### config.mk
export PLATFORM = sky130hd
export DESIGN_NAME = mem_port_arbiter
export DESIGN_NICKNAME = d
export VERILOG_FILES = /design/src/rtl/mem_port_arbiter.sv
export SDC_FILE = /design/constraint.sdc
export NUM_CORES = 1
export LEC_CHECK = 0
export ABC_CLOCK_PERIOD_IN_PS = 10430
export BUFFER_PORTS_ARGS = -buffer_cell sky130_fd_sc_hd__buf_2
export CAP_MARGIN = 20
export CORE_UTILIZATION = 35
export CTS_CLUSTER_SIZE = 28
export DETAILED_ROUTE_END_ITERATION = 8
export GPL_TIMING_DRIVEN = 0
export PLACE_DENSITY_LB_ADDON = 0.12
export SYNTH_ARGS = -nofsm -noshare
export SYNTH_HDL_FRONTEND = slang
export SYNTH_SLANG_ARGS = --single-unit
### constraint.sdc
create_clock -name clk -period 10.43 [get_ports clk]
set_input_delay 0.5215 -clock clk [delete_from_list [all_inputs] [get_ports clk]]
set_output_delay 0.5215 -clock clk [all_outputs]
set_load 0.005 [all_outputs]
### src/rtl/mem_port_arbiter.sv
// mem_port_arbiter: shares one single-ported memory between the fetch stage
// (IF) and the memory stage (DM). One transaction is in flight at a time. The
// memory handshake is req/ack with variable latency, and there is a
// wait-state timeout.
//
//   state     | meaning
//   ----------+------------------------------------------------------------
//   S_IDLE    | no transaction in flight; arbitrate between IF and DM
//   S_IF_WAIT | fetch issued on mem_*, waiting for mem_ack or timeout
//   S_DM_WAIT | load/store issued on mem_*, waiting for mem_ack or timeout
//
// Data accesses win ties. A requester is never re-granted in its own ready
// cycle, because its pipeline stage has not advanced yet at that point.
// burst_q counts DM grants made while fetch was kept waiting. Once it reaches
// MAX_DM_BURST, fetch wins the next tie.
module mem_port_arbiter #(
  parameter int AW           = 32,
  parameter int DW           = 32,
  parameter int MAX_DM_BURST = 4,
  parameter int TIMEOUT      = 255
) (
  input  logic            clk,
  input  logic            reset,
  input  logic            if_req,
  input  logic [AW-1:0]   if_addr,
  output logic [DW-1:0]   if_rdata,
  output logic            if_ready,
  input  logic            dm_req,
  input  logic            dm_we,
  input  logic [AW-1:0]   dm_addr,
  input  logic [DW-1:0]   dm_wdata,
  input  logic [DW/8-1:0] dm_wmask,
  output logic [DW-1:0]   dm_rdata,
  output logic            dm_ready,
  output logic            mem_req,
  output logic            mem_we,
  output logic [AW-1:0]   mem_addr,
  output logic [DW-1:0]   mem_wdata,
  output logic [DW/8-1:0] mem_wmask,
  input  logic            mem_ack,
  input  logic [DW-1:0]   mem_rdata,
  output logic            bus_err,
  output logic            stall_f,
  output logic            stall_m
);

  localparam int MW = DW / 8;
  localparam int BW = (MAX_DM_BURST < 1) ? 1 : $clog2(MAX_DM_BURST + 1);
  localparam int TW = (TIMEOUT < 1) ? 1 : $clog2(TIMEOUT + 1);

  localparam logic [BW-1:0] BURST_MAX = BW'(MAX_DM_BURST);
  // The abort fires when the increment would reach TIMEOUT. The counter
  // therefore never holds TIMEOUT itself.
  localparam logic [TW-1:0] TMO_LAST  = TW'(TIMEOUT - 1);

  typedef enum logic [1:0] {
    S_IDLE    = 2'd0,
    S_IF_WAIT = 2'd1,
    S_DM_WAIT = 2'd2
  } state_t;

  state_t          state_q,     state_d;
  logic [BW-1:0]   burst_q,     burst_d;
  logic [TW-1:0]   tmo_q,       tmo_d;
  logic            mem_req_q,   mem_req_d;
  logic            mem_we_q,    mem_we_d;
  logic [AW-1:0]   mem_addr_q,  mem_addr_d;
  logic [DW-1:0]   mem_wdata_q, mem_wdata_d;
  logic [MW-1:0]   mem_wmask_q, mem_wmask_d;
  logic            if_ready_q,  if_ready_d;
  logic            dm_ready_q,  dm_ready_d;
  logic            bus_err_q,   bus_err_d;
  logic [DW-1:0]   if_rdata_q,  if_rdata_d;
  logic [DW-1:0]   dm_rdata_q,  dm_rdata_d;

  logic if_elig;
  logic dm_elig;
  logic dm_win;
  logic in_wait;
  logic tmo_hit;

  // Eligibility masks the requester's own ready cycle.
  always_comb begin
    if_elig = if_req & ~if_ready_q;
    dm_elig = dm_req & ~dm_ready_q;
    dm_win  = dm_elig & (~if_elig | (burst_q < BURST_MAX));
    in_wait = (state_q == S_IF_WAIT) | (state_q == S_DM_WAIT);
    tmo_hit = in_wait & ~mem_ack & (tmo_q == TMO_LAST);
  end

  // Next-state, capture, completion and abort logic.
  always_comb begin
    state_d     = state_q;
    burst_d     = burst_q;
    tmo_d       = tmo_q;
    mem_req_d   = mem_req_q;
    mem_we_d    = mem_we_q;
    mem_addr_d  = mem_addr_q;
    mem_wdata_d = mem_wdata_q;
    mem_wmask_d = mem_wmask_q;
    if_rdata_d  = if_rdata_q;
    dm_rdata_d  = dm_rdata_q;
    if_ready_d  = 1'b0;
    dm_ready_d  = 1'b0;
    bus_err_d   = 1'b0;

    case (state_q)
      S_IDLE: begin
        if (dm_win) begin
          state_d     = S_DM_WAIT;
          mem_req_d   = 1'b1;
          mem_we_d    = dm_we;
          mem_addr_d  = dm_addr;
          mem_wdata_d = dm_wdata;
          mem_wmask_d = dm_wmask;
          tmo_d       = '0;
          if (if_elig) begin
            burst_d = (burst_q == BURST_MAX) ? BURST_MAX : burst_q + 1'b1;
          end else begin
            burst_d = '0;
          end
        end else if (if_elig) begin
          state_d     = S_IF_WAIT;
          mem_req_d   = 1'b1;
          mem_we_d    = 1'b0;
          mem_addr_d  = if_addr;
          mem_wmask_d = '0;
          tmo_d       = '0;
          burst_d     = '0;
        end
      end

      S_IF_WAIT: begin
        if (mem_ack) begin
          state_d    = S_IDLE;
          mem_req_d  = 1'b0;
          if_ready_d = 1'b1;
          if_rdata_d = mem_rdata;
        end else if (tmo_hit) begin
          state_d    = S_IDLE;
          mem_req_d  = 1'b0;
          if_ready_d = 1'b1;
          bus_err_d  = 1'b1;
          if_rdata_d = '0;
        end else begin
          tmo_d = tmo_q + 1'b1;
        end
      end

      S_DM_WAIT: begin
        if (mem_ack) begin
          state_d    = S_IDLE;
          mem_req_d  = 1'b0;
          dm_ready_d = 1'b1;
          if (!mem_we_q) begin
            dm_rdata_d = mem_rdata;
          end
        end else if (tmo_hit) begin
          state_d    = S_IDLE;
          mem_req_d  = 1'b0;
          dm_ready_d = 1'b1;
          bus_err_d  = 1'b1;
          dm_rdata_d = '0;
        end else begin
          tmo_d = tmo_q + 1'b1;
        end
      end

      default: begin
        state_d   = S_IDLE;
        mem_req_d = 1'b0;
      end
    endcase
  end

  // A reset in the middle of a transaction abandons it without a ready pulse.
  always_ff @(posedge clk or posedge reset) begin
    if (reset) begin
      state_q     <= S_IDLE;
      burst_q     <= '0;
      tmo_q       <= '0;
      mem_req_q   <= 1'b0;
      mem_we_q    <= 1'b0;
      mem_addr_q  <= '0;
      mem_wdata_q <= '0;
      mem_wmask_q <= '0;
      if_ready_q  <= 1'b0;
      dm_ready_q  <= 1'b0;
      bus_err_q   <= 1'b0;
      if_rdata_q  <= '0;
      dm_rdata_q  <= '0;
    end else begin
      state_q     <= state_d;
      burst_q     <= burst_d;
      tmo_q       <= tmo_d;
      mem_req_q   <= mem_req_d;
      mem_we_q    <= mem_we_d;
      mem_addr_q  <= mem_addr_d;
      mem_wdata_q <= mem_wdata_d;
      mem_wmask_q <= mem_wmask_d;
      if_ready_q  <= if_ready_d;
      dm_ready_q  <= dm_ready_d;
      bus_err_q   <= bus_err_d;
      if_rdata_q  <= if_rdata_d;
      dm_rdata_q  <= dm_rdata_d;
    end
  end

  // Output mapping; the stalls are combinational so the hazard unit sees
  // them drop exactly in the ready cycle.
  always_comb begin
    mem_req   = mem_req_q;
    mem_we    = mem_we_q;
    mem_addr  = mem_addr_q;
    mem_wdata = mem_wdata_q;
    mem_wmask = mem_wmask_q;
    if_ready  = if_ready_q;
    dm_ready  = dm_ready_q;
    bus_err   = bus_err_q;
    if_rdata  = if_rdata_q;
    dm_rdata  = dm_rdata_q;
    stall_f   = if_req & ~if_ready_q;
    stall_m   = dm_req & ~dm_ready_q;
  end

endmodule

* Word level (Yosys, flattened, before mapping) *
Index checks and enable logic that the tools add are counted.

operators by class
  $lt $le $gt $ge = 1
  eq/ne operators = 9
  reduce and logical (&&, ||, !) cells = 11
  bitwise operators = 11
  multiplexer cells = 35
  add/sub/neg operators = 2

operators by type and width
  operator                                        count
  two-way mux 32 bit                              6
  two-way mux 8 bit                               4
  case mux 8 bit (2 select lines)                 1
  two-way mux 1 bit                               12
  two-way mux 3 bit                               4
  adder 8 x 1 -> 8 bit (second input constant)    1
  == test 8 bit (second input constant)           1
  two-way mux 2 bit                               4
  two-way mux 4 bit                               2
  AND reduction 2 bit                             4
  != test 2 bit (second input constant)           3
  nonzero test 2 bit                              3
  AND 1 bit                                       5
  NOT 1 bit                                       4
  case mux 2 bit (2 select lines)                 1
  AND reduction 4 bit                             1
  adder 3 x 1 -> 3 bit (second input constant)    1
  == test 3 bit (second input constant)           1
  < comparator 3 bit (second input constant)      1
  != test 3 x 1 -> 1 bit (second input constant)  1
  != test 3 bit (second input constant)           1
  AND reduction 3 bit                             1
  == test 2 x 1 -> 1 bit (second input constant)  1
  == test 2 bit (second input constant)           1
  other kinds (4)                                 5

word-level totals
  output and inout port bits = 139
  bits of input ports = 138
  logic and storage cells = 82
  bits in registers = 150

* Depth between registers and ports, before layout *
  depth in word-level cells = 7
  depth in mapped cells = 8
  gate-level depth less buffers = 6

* Least setup slack after synthesis *
Ideal clock, no wire load.

  path type = input to register
  start point = in if_req
  end point = reg mem_wdata_q[10], in the netlist mem_wdata[10]
  setup slack = 8.652 ns
  cell stages on the path = 7
  setup time = 0.125 ns
  arrival time = 1.653 ns
  required time = 10.305 ns
  cells stage by stage = nor2b_4 -> a21oi_2 -> buf_6 -> and2_4 -> buf_6 -> buf_6 -> mux2_4

between the ends
  word-level cells in the longest chain between the ends = 5

ends and longest elaborated chain
  item                                  RTL line  source
  from (decl)                           24        input logic if_req,
  AND 1 bit                             84        if_elig = if_req & ~if_ready_q;
  NOT 1 bit                             86        dm_win = dm_elig & (~if_elig | (burst_q < BURST_MAX));
  bitwise OR 1 bit                      86
  AND 1 bit                             86
  AND reduction 2 bit (no source line)  n/a
  to (signal assigned)                  199       mem_wdata_q <= mem_wdata_d;
  to (decl)                             68        logic [DW-1:0] mem_wdata_q, mem_wdata_d;

Every way passes these cells.
A chain may end at the register's enable or synchronous reset.

* Worst setup path after layout *
  start point = reg state_q[0]
  end point = reg dm_rdata_q[29], in the netlist dm_rdata[29]

between the ends
  word-level cells in the longest chain between the ends = 6
  elaborated cells on any way between the ends = 7

ends and longest elaborated chain
  item                                                            RTL line  source
  from (decl)                                                     62        state_t state_q, state_d;
  from (signal assigned)                                          193       state_q <= state_d;
  == test 2 x 1 -> 1 bit / == test 2 bit (equally long branches)  87, 107
  bitwise OR 1 bit                                                87        in_wait = (state_q == S_IF_WAIT) | (state_q == S_DM_WAIT);
  AND 1 bit (2 in series)                                         88        tmo_hit = in_wait & ~mem_ack & (tmo_q == TMO_LAST);
  nonzero test 2 bit (no source line)                             n/a
  AND reduction 3 bit (no source line) (*)                        n/a
  to (signal assigned)                                            205       dm_rdata_q <= dm_rdata_d;
  to (decl)                                                       74        logic [DW-1:0] dm_rdata_q, dm_rdata_d;

Mark *: on every way between the ends. The rest lies on a longest branch, timed or not.

==> impl_metrics.env <==
export IMPL_p_int_mw=1.690
export IMPL_drtPass1Iterations=4
export IMPL_diodes=0
export IMPL_multi_input_area_mm2=0.002112
export IMPL_critPathArrivalTime_ns=2.38
export IMPL_synth_area_per_cell_um2=13.19
export IMPL_seq_area_mm2=0.003754
export IMPL_slew_viol_final=0
export IMPL_ys_types=36
export IMPL_drive_gt1_share_pct=47.40
export IMPL_path_class="flip-flop to flip-flop"
export IMPL_synth_warnings=0
export IMPL_max_stage_delay_ns=0.38
export IMPL_syn_nets=606
export IMPL_rows=47
export IMPL_routed_wl_met3_um=843
export IMPL_gp_congestion=0.8039
export IMPL_start_util_pct=36.27
export IMPL_top_layer="met4"
export IMPL_required_ns=10.73
export IMPL_yosysSeqAreaShare_pct=61.75
export IMPL_synthCells=461
export IMPL_routed_wl_um=16910
export IMPL_routed_wl_met2_um=8502
export IMPL_crit_family="buffers and inverters"
export IMPL_via_per_inst=4.932
export IMPL_antenna_found_initial=0
export IMPL_min_period_over_period_pct=19.89
export IMPL_cts_tree="done"
export IMPL_die_area_mm2=0.01790
export IMPL_crit_path_top_delay_cell="dfrtp_1"
export IMPL_io_buffers=276
export IMPL_synth_fa_ha_area_share_pct=1.441
export IMPL_crit_top_cell="buf_2"
export IMPL_rsz0062_at_grt="no"
export IMPL_setup_violations=0
export IMPL_cp_start_kind="flip-flop"
export IMPL_switchingPower_mw=0.8160
export IMPL_final_cell_area_mm2=0.008373
export IMPL_power_share_combinational_pct=35.6
export IMPL_n_fill_cell=1560
export IMPL_pin_count=277
export IMPL_grt_max_degree=96
export IMPL_clock_path_buffers=2
export IMPL_skew_ns=0.01132
export IMPL_status="complete, no violations"
export IMPL_crit_path_end_kind="flip-flop"
export IMPL_worst_slack_ns=8.355
export IMPL_critPathMaxFanout=10
export IMPL_place_hpwl_um=12600
export IMPL_worstMarginPinSlew_ns=0.5574
export IMPL_die_y_um=133.8
export IMPL_dpl_cell_area_mm2=0.007767
export IMPL_h_tree_depth=4
export IMPL_post_cts_buffers=0
export IMPL_drc=0
export IMPL_path_buf_inv=3
export IMPL_whs_ns=0.1413
export IMPL_dp_slack_ns=8.342
export IMPL_syn2layout_area_growth_pct=37.75
export IMPL_clk_latency_ns=0.42
export IMPL_final_hold_viol_count=0
export IMPL_synth_ff_type="dfrtp_1"
export IMPL_synth_async_reset_ratio_pct=100.0
export IMPL_grt_overflow=0
export IMPL_grt_total_usage_pct=19.63
export IMPL_fmax_ghz=0.4819
export IMPL_wl_met1_um=7246
export IMPL_drt_initial_drc_count=224
export IMPL_seq_power_share_pct=39.1
export IMPL_synth_top_family_by_area="compound AO/OA/AOI/OAI gates"
export IMPL_p_per_area_mw_per_mm2=299.2
export IMPL_r2r_slack_ns=8.36
export IMPL_p_leak_nw=4.408
export IMPL_wl_per_cell_um=17.08
export IMPL_period_needed_ns=2.075
export IMPL_clock_root_buffer="clkbuf_16"
export IMPL_synth_area_mm2=0.006078
export IMPL_dieWidth_um=133.8
export IMPL_cts_resized=0
export IMPL_final_cells=990
export IMPL_synthSimpleGateAreaFrac_pct=5.558
export IMPL_synth_seq_cells=150
export IMPL_clk_pin_slew_ns=0.06
export IMPL_hold_path_class="primary input to asynchronous set/reset pin"
export IMPL_nets=902
export IMPL_synth_compound_gate_area_share_pct=15.50
export IMPL_swShare_pct=32.57
export IMPL_max_cap_violations=0
export IMPL_synth_xor_area_share_pct=0
export IMPL_p_clk_share_pct=25.2
export IMPL_dp_cells=958
export IMPL_vias=4883
export IMPL_clock_sinks=150
export IMPL_setup_tns_ns=0
export IMPL_worstPathCellList="inv_1, ha_1, buf_2, nand2b_1, nor3_1, o21ai_1, buf_2, a22o_1"
export IMPL_cts_buffers=17
export IMPL_grt_pass1_wl_um=27070
export IMPL_core_area_mm2=0.01676
export IMPL_synth_area_mux_share_pct=12.25
export IMPL_ant_nets=0
export IMPL_cts_hold_buf=0
export IMPL_relSlewSlack_pct=62.84
export IMPL_ir_worst_vdd_uv=123.2
export IMPL_grt_pass1_vias=5086
export IMPL_synth_edf_count=0
synth_stat cells (2+ instances only):
library cell | number | share of area, %
buf_2 | 17 | 1.4
a22o_1 | 70 | 10
buf_6 | 4 | 0.74
o21ai_0 | 37 | 3.0
nor3_1 | 2 | 0.16
mux2_2 | 19 | 3.5
dfrtp_1 | 150 | 62
clkbuf_1 | 11 | 0.68
nand3_1 | 4 | 0.33
and2_1 | 2 | 0.21
nand2b_1 | 6 | 0.62
nor2_1 | 3 | 0.19
nand2_1 | 37 | 2.3
inv_1 | 10 | 0.62
mux2i_1 | 32 | 5.3
and3_1 | 3 | 0.31
mux2_4 | 14 | 3.5
nor2b_1 | 4 | 0.41
a21o_1 | 3 | 0.37
a31oi_1 | 11 | 1.1
ha_1 | 7 | 1.4
layer usage:
| layer | track usage [%] | vias to the layer above |
|---|---|---|
| met1 | 24.81 | 2403 |
| met3 | 4.422 | 24 |
| li1 | - | 2266 |
| met2 | 32.96 | 190 |
| met5 | 0 | - |
| met4 | 7.008 | 0 |
kinds of logic after synthesis:
group                      after synthesis
DFF                                    150
AOI/OAI and AO/OA                      128
and+or+nand+nor                         68
muxes                                   65
buffers and inverters                   43
adders and majority gates                7
per-stage QoR:
stage / power, mW / utilization, %
after global routing: 2.675 / 49.96
final: 2.506 / 49.96
after global placement: 1.866 / 46.15
after detailed placement: 1.897 / 46.35
after floorplan: 1.466 / -
after CTS: 2.542 / 49.96
cells in the final DEF (no fill, tap or decap), types with 6 or more instances in the layout:
master     count
a22o_1        70
a31oi_1       11
buf_2        293
clkbuf_1      13
clkbuf_16     17
dfrtp_1      150
ha_1           7
inv_1          9
mux2_2        19
mux2_4        14
mux2i_1       32
nand2_1       37
nand2b_1       6
o21ai_0       37
flip-flops by register name (all words and copies together), names as in the netlist:
name       flops
mem_req        1
bus_err        1
if_ready       1
tmo_q          8
dm_ready       1
mem_addr      32
burst_q        3
mem_wdata     32
state_q        2
dm_rdata      32
mem_we         1
if_rdata      32
mem_wmask      4
final timing paths:
| kind | end | startpoint | cells past startpoint |
|---|---|---|---|
| min in group clk | mem_we | dm_we | 2 |
| max in group asynchronous | burst_q[2] | reset | 3 |
| max | dm_rdata[29] | state_q[0] | 8 |
| max reg2reg | dm_rdata[29] | state_q[0] | 8 |
| min | dm_rdata[20] | reset | 2 |
| min reg2reg | mem_addr[8] | mem_addr[8] | 2 |
final cells by class:
class	instances	area share (%)
flip-flops and latches	150	44.83
well taps	220	3.288
plain buffers	33	2.092
multi-input cells	268	25.22
inverters	10	0.5081
clock inverters	13	2.062
repair buffers	277	16.83
clock buffers	19	5.170
power groups by stage:
stage | Combinational [mW] | Sequential [mW] | Clock, mW
6_report | 0.893 | 0.980 | 0.632
5_1_grt | 0.985 | 1.01 | 0.675
4_1_cts | 0.910 | 0.982 | 0.650
3_5_place_dp | 0.909 | 0.988 | 0
3_3_place_gp | 0.885 | 0.981 | 0
2_1_floorplan | 0.457 | 1.01 | 0
Note: power is estimated with default switching activity, not from simulation.
